--- config.mk ---
export PLATFORM = sky130hd
export DESIGN_NAME = min2_accumulate
export DESIGN_NICKNAME = d
export VERILOG_FILES = /design/src/rtl/min2_accumulate.sv
export SDC_FILE = /design/constraint.sdc
export NUM_CORES = 1
export LEC_CHECK = 0
export BUFFER_PORTS_ARGS = -buffer_cell sky130_fd_sc_hd__clkbuf_2
export CAP_MARGIN = 20
export CORE_ASPECT_RATIO = 0.7
export CORE_MARGIN = 5
export CORE_UTILIZATION = 30
export CTS_CLUSTER_SIZE = 10
export DETAILED_ROUTE_END_ITERATION = 10
export GPL_TIMING_DRIVEN = 0
export MAX_ROUTING_LAYER = met4
export SKIP_CTS_REPAIR_TIMING = 1
export SLEW_MARGIN = 10
export SYNTH_ARGS = -nofsm -noshare
export SYNTH_HDL_FRONTEND = slang
export SYNTH_SLANG_ARGS = --single-unit
--- constraint.sdc ---
create_clock -name clk -period 23.3 [get_ports clk]
set_input_delay 1.165 -clock clk [delete_from_list [all_inputs] [get_ports clk]]
set_output_delay 1.165 -clock clk [all_outputs]
set_load 0.02 [all_outputs]
--- src/rtl/min2_accumulate.sv ---
//============================================================================
// Module   : min2_accumulate
// Purpose  : Scans NUM_GROUPS selector beats and keeps the two smallest
//            nonzero values with addresses; presents them with their sum.
//            Optional macro MIN2_ACC_SUM_SAT_EN saturates out_sum at 2^DATA_W-1.
// Revision : 1.0 - initial release
//============================================================================
`default_nettype none

module min2_accumulate #(
    parameter int DATA_W     = 11,
    parameter int ADDR_W     = 7,
    parameter int NUM_GROUPS = 16
) (
    input  logic              clk,
    input  logic              rst,
    input  logic              start,
    input  logic              in_valid,
    output logic              in_ready,
    input  logic [DATA_W-1:0] in_min1,
    input  logic [DATA_W-1:0] in_min2,
    input  logic [ADDR_W-1:0] in_min1_addr,
    input  logic [ADDR_W-1:0] in_min2_addr,
    output logic              out_valid,
    input  logic              out_ready,
    output logic [DATA_W-1:0] out_min1,
    output logic [DATA_W-1:0] out_min2,
    output logic [ADDR_W-1:0] out_min1_addr,
    output logic [ADDR_W-1:0] out_min2_addr,
    output logic [DATA_W:0]   out_sum,
    output logic [1:0]        out_count,
    output logic              busy
);

    localparam int                CNT_W      = 7;
    localparam logic [CNT_W-1:0] c_LAST_BEAT = CNT_W'(NUM_GROUPS - 1);

    localparam logic [1:0] c_ST_IDLE = 2'd0;
    localparam logic [1:0] c_ST_SCAN = 2'd1;
    localparam logic [1:0] c_ST_DONE = 2'd2;

    logic [1:0]        r_state_q, w_state_d;
    logic [CNT_W-1:0]  r_cnt_q, w_cnt_d;
    logic [DATA_W-1:0] r_best1_q, w_best1_d, r_best2_q, w_best2_d;
    logic [ADDR_W-1:0] r_best1_addr_q, w_best1_addr_d, r_best2_addr_q, w_best2_addr_d;
    logic [DATA_W-1:0] r_out_min1_q, w_out_min1_d, r_out_min2_q, w_out_min2_d;
    logic [ADDR_W-1:0] r_out_min1_addr_q, w_out_min1_addr_d;
    logic [ADDR_W-1:0] r_out_min2_addr_q, w_out_min2_addr_d;
    logic [DATA_W:0]   r_out_sum_q, w_out_sum_d;
    logic [1:0]        r_out_count_q, w_out_count_d;

    logic              w_accept;
    logic              w_last;

    logic [DATA_W-1:0] w_cand_val  [4];
    logic [ADDR_W-1:0] w_cand_addr [4];
    logic [DATA_W:0]   w_cand_key  [4];
    logic [1:0]        w_sel1, w_sel2;
    logic              w_found2;
    logic [DATA_W-1:0] w_m1_val, w_m2_val;
    logic [ADDR_W-1:0] w_m1_addr, w_m2_addr;
    logic [DATA_W:0]   w_sum_exact, w_sum;
    logic [1:0]        w_count;

    assign w_accept = (r_state_q == c_ST_SCAN) && in_valid;
    assign w_last   = w_accept && (r_cnt_q == c_LAST_BEAT);

    // Candidate order doubles as tie priority; the key's top bit makes 0 sort as +infinity.
    always_comb begin
        w_cand_val[0]  = r_best1_q;
        w_cand_val[1]  = r_best2_q;
        w_cand_val[2]  = in_min1;
        w_cand_val[3]  = in_min2;
        w_cand_addr[0] = r_best1_addr_q;
        w_cand_addr[1] = r_best2_addr_q;
        w_cand_addr[2] = in_min1_addr;
        w_cand_addr[3] = in_min2_addr;
        for (int i = 0; i < 4; i++) begin
            w_cand_key[i] = {~|w_cand_val[i], w_cand_val[i]};
        end

        w_sel1 = 2'd0;
        for (int i = 1; i < 4; i++) begin
            if (w_cand_key[i] < w_cand_key[w_sel1]) begin
                w_sel1 = 2'(i);
            end
        end

        w_sel2   = 2'd0;
        w_found2 = 1'b0;
        for (int i = 0; i < 4; i++) begin
            if (2'(i) != w_sel1) begin
                if (!w_found2 || (w_cand_key[i] < w_cand_key[w_sel2])) begin
                    w_sel2   = 2'(i);
                    w_found2 = 1'b1;
                end
            end
        end

        w_m1_val  = w_cand_val[w_sel1];
        w_m2_val  = w_cand_val[w_sel2];
        w_m1_addr = (w_m1_val == '0) ? '0 : w_cand_addr[w_sel1];
        w_m2_addr = (w_m2_val == '0) ? '0 : w_cand_addr[w_sel2];
    end

    assign w_sum_exact = {1'b0, w_m1_val} + {1'b0, w_m2_val};

`ifdef MIN2_ACC_SUM_SAT_EN
    assign w_sum = w_sum_exact[DATA_W] ? {1'b0, {DATA_W{1'b1}}} : w_sum_exact;
`else
    assign w_sum = w_sum_exact;
`endif

    // best2 nonzero implies best1 nonzero, so the count follows from two tests.
    assign w_count = (w_m2_val != '0) ? 2'd2 : ((w_m1_val != '0) ? 2'd1 : 2'd0);

    always_ff @(posedge clk) begin
        if (rst) begin
            r_state_q <= c_ST_IDLE;
        end else begin
            r_state_q <= w_state_d;
        end
    end

    always_comb begin
        w_state_d = r_state_q;
        case (r_state_q)
            c_ST_IDLE: if (start)                  w_state_d = c_ST_SCAN;
            c_ST_SCAN: if (w_last)                 w_state_d = c_ST_DONE;
            c_ST_DONE: if (out_ready)              w_state_d = c_ST_IDLE;
            default:                               w_state_d = c_ST_IDLE;
        endcase
    end

    always_comb begin
        in_ready  = (r_state_q == c_ST_SCAN);
        out_valid = (r_state_q == c_ST_DONE);
        busy      = (r_state_q == c_ST_SCAN) || (r_state_q == c_ST_DONE);
    end

    always_comb begin
        w_cnt_d           = r_cnt_q;
        w_best1_d         = r_best1_q;
        w_best2_d         = r_best2_q;
        w_best1_addr_d    = r_best1_addr_q;
        w_best2_addr_d    = r_best2_addr_q;
        w_out_min1_d      = r_out_min1_q;
        w_out_min2_d      = r_out_min2_q;
        w_out_min1_addr_d = r_out_min1_addr_q;
        w_out_min2_addr_d = r_out_min2_addr_q;
        w_out_sum_d       = r_out_sum_q;
        w_out_count_d     = r_out_count_q;
        if ((r_state_q == c_ST_IDLE) && start) begin
            w_cnt_d        = '0;
            w_best1_d      = '0;
            w_best2_d      = '0;
            w_best1_addr_d = '0;
            w_best2_addr_d = '0;
        end else if (w_accept) begin
            w_cnt_d        = r_cnt_q + 1'b1;
            w_best1_d      = w_m1_val;
            w_best2_d      = w_m2_val;
            w_best1_addr_d = w_m1_addr;
            w_best2_addr_d = w_m2_addr;
            if (w_last) begin
                w_out_min1_d      = w_m1_val;
                w_out_min2_d      = w_m2_val;
                w_out_min1_addr_d = w_m1_addr;
                w_out_min2_addr_d = w_m2_addr;
                w_out_sum_d       = w_sum;
                w_out_count_d     = w_count;
            end
        end
    end

    always_ff @(posedge clk) begin
        if (rst) begin
            r_cnt_q           <= '0;
            r_best1_q         <= '0;
            r_best2_q         <= '0;
            r_best1_addr_q    <= '0;
            r_best2_addr_q    <= '0;
            r_out_min1_q      <= '0;
            r_out_min2_q      <= '0;
            r_out_min1_addr_q <= '0;
            r_out_min2_addr_q <= '0;
            r_out_sum_q       <= '0;
            r_out_count_q     <= '0;
        end else begin
            r_cnt_q           <= w_cnt_d;
            r_best1_q         <= w_best1_d;
            r_best2_q         <= w_best2_d;
            r_best1_addr_q    <= w_best1_addr_d;
            r_best2_addr_q    <= w_best2_addr_d;
            r_out_min1_q      <= w_out_min1_d;
            r_out_min2_q      <= w_out_min2_d;
            r_out_min1_addr_q <= w_out_min1_addr_d;
            r_out_min2_addr_q <= w_out_min2_addr_d;
            r_out_sum_q       <= w_out_sum_d;
            r_out_count_q     <= w_out_count_d;
        end
    end

    assign out_min1      = r_out_min1_q;
    assign out_min2      = r_out_min2_q;
    assign out_min1_addr = r_out_min1_addr_q;
    assign out_min2_addr = r_out_min2_addr_q;
    assign out_sum       = r_out_sum_q;
    assign out_count     = r_out_count_q;

endmodule

`default_nettype wire
======== Yosys cells after proc, flatten, opt, wreduce, memory -nomap -nowiden ========
Index checks and enable logic that the tools add are counted.
storage, ports and cells
  bits in registers ....................... 95
  input bits .............................. 41
  output and inout port bits .............. 53
operators by class
  add/sub/neg operators ................... 2
  $lt $le $gt $ge ......................... 11
  eq/ne operators ......................... 9
  muxes and demuxes ....................... 46
  bitwise operators ....................... 7
  reduce and logical (&&, ||, !) cells .... 27
operator list
  cell                                                   number
  binary-select mux 12 bit (select 2 bit)                4
  two-way mux 12 bit                                     8
  < comparator 12 bit                                    5
  binary-select mux 11 bit (select 2 bit)                2
  two-way mux 11 bit                                     4
  OR reduction 11 bit                                    4
  two-way mux 7 bit                                      6
  binary-select mux 7 bit (select 2 bit)                 2
  zero test 11 bit                                       2
  nonzero test 11 bit                                    2
  two-way mux 2 bit                                      10
  >= comparator 3 bit, second input constant             6
  NOT 2 -> 3 bit                                         6
  adder 11 x 11 -> 12 bit                                1
  two-way mux 1 bit                                      9
  adder 7 x 1 -> 7 bit, second input constant            1
  equality test 7 x 4 -> 1 bit, second input constant    1
  zero test 1 bit                                        7
  one-hot mux 2 bit (3 select lines)                     1
  AND reduction 3 bit                                    2
  logical OR 1 bit                                       4
  inequality test 2 x 1 -> 1 bit, second input constant  2
  inequality test 2 bit, first input constant            2
  logical AND 1 bit                                      3
  8 further kinds                                        8

======== Depth between registers and ports, before layout ========
  depth after elaboration ................. 44
  depth in mapped cells ................... 67
  depth with buffers taken out ............ 62

======== Worst setup path after synthesis ========
No wires, ideal clock.
  kind .................................... register -> register
  start point ............................. register r_best2_q[0]
  end point ............................... register r_out_sum_q[10] (netlist: out_sum[10])
  arrival ................................. 13.357 ns
  data required time ...................... 23.230 ns
  path slack .............................. 9.873 ns
  stages on the path, launching flop included .. 66
  buffers on the path ..................... 6
  clock period less this slack ............ 13.427 ns
  cell sequence ........................... dfxtp_1 > nor4_1 > nand2_1 > nor4_1 > ha_1 > and4_1 > o2111ai_1 > o311ai_1 > nor2_1 > clkbuf_1 > o21ai_0 > inv_1 > ha_1 > nand4_1 > a2111oi_2 > nand2_1 > o2111a_1 > nand2_1 > [30 not listed] > a2111oi_0 > o211ai_1 > a31oi_4 > buf_6 > mux2i_1 > inv_1 > fa_1 > a21o_1 > a21oi_1 > o21bai_1 > a21oi_1 > o21bai_1 > a21oi_1 > o21bai_1 > a21oi_1 > xnor2_1 > nand2_1 > a21oi_1
between the ends
  longest elaborated chain between the ends .. 43
  elaborated cells between the ends (all ways) .. 56
  classes of those cells .................. add/sub: 1; order compare: 5; eq/ne: 3; mux: 32; bitwise: 6; reduce/logical: 9
RTL lines
  what                                                        RTL line  source
  start: declaration                                          44        logic [DATA_W-1:0] r_best1_q, w_best1_d, r_best2_q, w_best2_d;
  start signal: assignment                                    192       r_best2_q <= w_best2_d;
  OR reduction 11 bit                                         79        w_cand_key[i] = {~|w_cand_val[i], w_cand_val[i]};
  zero test 1 bit                                             79
  < comparator 12 bit                                         84, 93
  two-way mux 1 bit                                           84        if (w_cand_key[i] < w_cand_key[w_sel1]) begin
  NOT 2 -> 3 bit (implied by the code)                        84
  binary-select mux 12 bit (select 2 bit)                     84
  two-way mux 12 bit (implied by the code) (2 in series)      84
  < comparator 12 bit                                         84
  [26 not listed]                                             n/a
  logical OR 1 bit                                            93        if (!w_found2 || (w_cand_key[i] < w_cand_key[w_sel2])) begin
  two-way mux 2 bit                                           93
  two-way mux 2 bit (*)                                       92        if (2'(i) != w_sel1) begin
  NOT 2 -> 3 bit (implied by the code) (*)                    101       w_m2_val = w_cand_val[w_sel2];
  binary-select mux 11 bit (select 2 bit) (*)                 101
  two-way mux 11 bit (implied by the code) (*) (2 in series)  101
  net w_m2_val[1]                                             60        logic [DATA_W-1:0] w_m1_val, w_m2_val;
  adder 11 x 11 -> 12 bit (*)                                 106       assign w_sum_exact = {1'b0, w_m1_val} + {1'b0, w_m2_val};
  end signal: assignment                                      199       r_out_sum_q <= w_out_sum_d;
  end: declaration                                            49        logic [DATA_W:0] r_out_sum_q, w_out_sum_d;
Mark *: on every way through the listed nets, which the timed path passes. The rest lies on a longest branch. The select of a mux whose other input is x is not followed.
A chain may end at the register's enable or synchronous reset.

======== Worst setup path in the final report ========
Ends and elaborated chain as after synthesis.

==> key figures <==
Logic synthesis
  • Largest area contributor in the netlist: dfxtp_1
  • Main synth FF type: dfxtp_1
  • Count of flip-flops with a built-in enable after synthesis: 0
  • Cell Area, Synth: 7090 um^2
  • Post-synth top area share: 0.268
  • Syn nets: 964
  • #FFs+latches synth: 95
  • Yosys Warn Count: 0
  • Yosys cell types: 75
  • Syn_area_per_cell: 8.33 um^2
  • Seq/Total Area, Yosys: 0.268
  • Post-synth ARST share: 0
  • Dominant cells by area after synthesis: dfxtp_1 27%, ha_1 13%, a21oi_1 5.6%
  • Mapped Cells: 851

CTS
  • CTS H-tree lvls: 3
  • CTS max path bufs: 2
  • Worst skew pair latency: 0.35 ns
  • Total CTS buffers: 9
  • CTS Root Cell: clkbuf_16
  • Clock slew at reported path FFs: 0.06 ns
  • Clk sinks: 95
  • CTS tree: done

Timing
  • Unrepaired setup endpoints after global routing: no
  • Fin. Hold Viols: 0
  • Clock skew: 0.00624 ns
  • Post-route minimum period: 18.37 ns
  • Max Fclk: 54.5 MHz
  • Worst rel slew slack: 0.138
  • Worst-Margin Slew: 1.29 ns
  • Final setup fails: 0
  • Slew Limit Fails: 0
  • Setup_tns: 0 ns
  • Tcrit/Tclk final: 0.788
  • Setup ws final: 4.93 ns

Detailed routing
  • Vias per inst: 5.54
  • First-iteration detailed-routing DRC count: 650
  • Routed via count: 7,077
  • Initial DRT Pass Iterations: 5
  • Drc violations: 0
  • Post-Route WL: 24,900 um
  • Detail Route Antenna Nets: 0
  • DR WL/cell: 19.5 um

Run
  • Max-cap violations: 0

Critical path
  • Worst setup path class: flop to flop
  • RR Startpoint: r_best2_q[0]
  • Slowest cell delay on critical path: 0.83 ns
  • Worst R2R Setup Slack: 4.93 ns
  • CP startpoint: r_best2_q[0]
  • Crit-path max FO: 10
  • CP dominant cell by count: a21oi_1
  • Reg2reg path depth: 65
  • CP Capture Type: flop
  • Startpoint Class: flop
  • FF-to-FF End: out_sum[10]
  • Worst path slowest cell: a2111oi_0
  • Critical Path RT: 23.58 ns
  • Setup crit end: out_sum[10]
  • Arrival time worst endpoint: 18.64 ns

Run status
  • Status: complete, no violations

Global route
  • Vias in the first global route: 6,622
  • Largest net degree at the start of global routing: 17
  • Antenna violations before repair: 0
  • First-pass GRT wire length: 38,600 um
  • Total congestion overflow: 0
  • Gr usage total: 0.186

Floorplan
  • Die Area: 26,900 um^2
  • Die width: 194 um
  • Io pins: 94
  • Height of the die: 139 um
  • Starting Density: 0.302
  • Core Rows: 47
  • Core area: 23,500 um^2

Place
  • Routability cong.: 0.966
  • PortBufs: 93
  • Placed Cells: 1,262
  • DP HPWL: 20,100 um
  • Pre-CTS setup slack: 5.64 ns

Finish
  • Final cell count without fillers: 1,278
  • Final nets: 1,068
  • Most frequent cells in the layout: 95 x dfxtp_1, 93 x clkbuf_2, 80 x a21oi_1, 80 x nand2_1, 78 x inv_1
  • Ant. Diodes: 0
  • Most common cell after layout, fill and taps aside: dfxtp_1
  • Syn-to-layout area delta: 17.2%
  • Fin util: 0.354
  • Share of post-route cells with drive strength above 1: 0.177

Worst hold path
  • Hold_sp: out_sum[6]
  • Worst hold path class: flop to flop
==> per-stage QoR <==
stage	hold WS [ns]	instance area (um^2)
final	0.453	8310
after detailed placement	0.443	7950
after global placement	0.442	7950
after CTS	0.452	8310
after floorplan	0.446	7090
after global routing	0.472	8310
==> cells in the mapped netlist, drive strengths merged, types with 8 or more instances <==
library cell,instances
a21o,18
o21ai,37
xnor2,11
a211oi,39
nor3,16
a221oi,8
mux2i,32
dfxtp,95
a32o,14
nor4,12
clkbuf,28
nor2,58
nand2,80
inv,79
a221o,14
or3,17
buf,13
ha,71
nand3,19
nand4,11
mux2,22
a21oi,81
==> critical path, delay by kind of cell (launching register included) <==
| kind | cells | cell delay (ns) |
|---|---|---|
| compound gates | 31 | 8.08 |
| simple gates | 15 | 4.29 |
| buf+inv | 9 | 2.13 |
| fa+ha+maj | 6 | 2.01 |
| mux | 3 | 1.14 |
| flops | 1 | 0.45 |
| xor+xnor | 1 | 0.14 |
==> logic make-up after synthesis <==
logic type | share of synthesized area
AOI/OAI and AO/OA | 0.281
adders and majority gates | 0.128
muxes | 0.0801
DFF | 0.268
buffers and inverters | 0.0685
xor gates and xnor gates | 0.0173
and+or+nand+nor | 0.157
==> how the worst min path moves through the flow <==
| stage | cells after the start | slack (ns) | to |
|---|---|---|---|
| detailed placement | 2 | 0.44 | out_sum[6] |
| global placement | 2 | 0.44 | out_sum[4] |
| floorplan | 2 | 0.45 | r_best1_addr_q[0] |
| CTS | 2 | 0.45 | out_sum[6] |
| finish | 2 | 0.45 | out_sum[6] |
| global route | 2 | 0.47 | out_sum[6] |
==> state kept, by name (all words and copies together) (netlist names) <==
register        count
r_state_q           2
out_min2_addr       7
r_best1_addr_q      7
out_min1_addr       7
out_sum            12
out_min1           11
r_best2_addr_q      7
r_cnt_q             7
r_best1_q          11
out_min2           11
r_best2_q          11
out_count           2
==> final cells by class <==
| type | count | area (um^2) |
|---|---|---|
| clock inverters | 6 | 116 |
| inverters | 79 | 297 |
| plain buffers | 41 | 189 |
| flip-flops and latches | 95 | 1900 |
| well taps | 318 | 398 |
| fillers | 2478 | 15200 |
| repair buffers | 93 | 465 |
| multi-input cells | 636 | 4700 |
| clock buffers | 10 | 239 |
==> metal layers <==
layer	wire length, um	vias up	track usage
li1	-	3359	-
met1	12400	3391	0.282
met2	10000	302	0.257
met3	2200	25	0.0379
met4	276	0	0.0291
met5	0	-	-
Power is not shown: default switching activity piles up to over one toggle a cycle in this logic, so the estimate is an artifact.
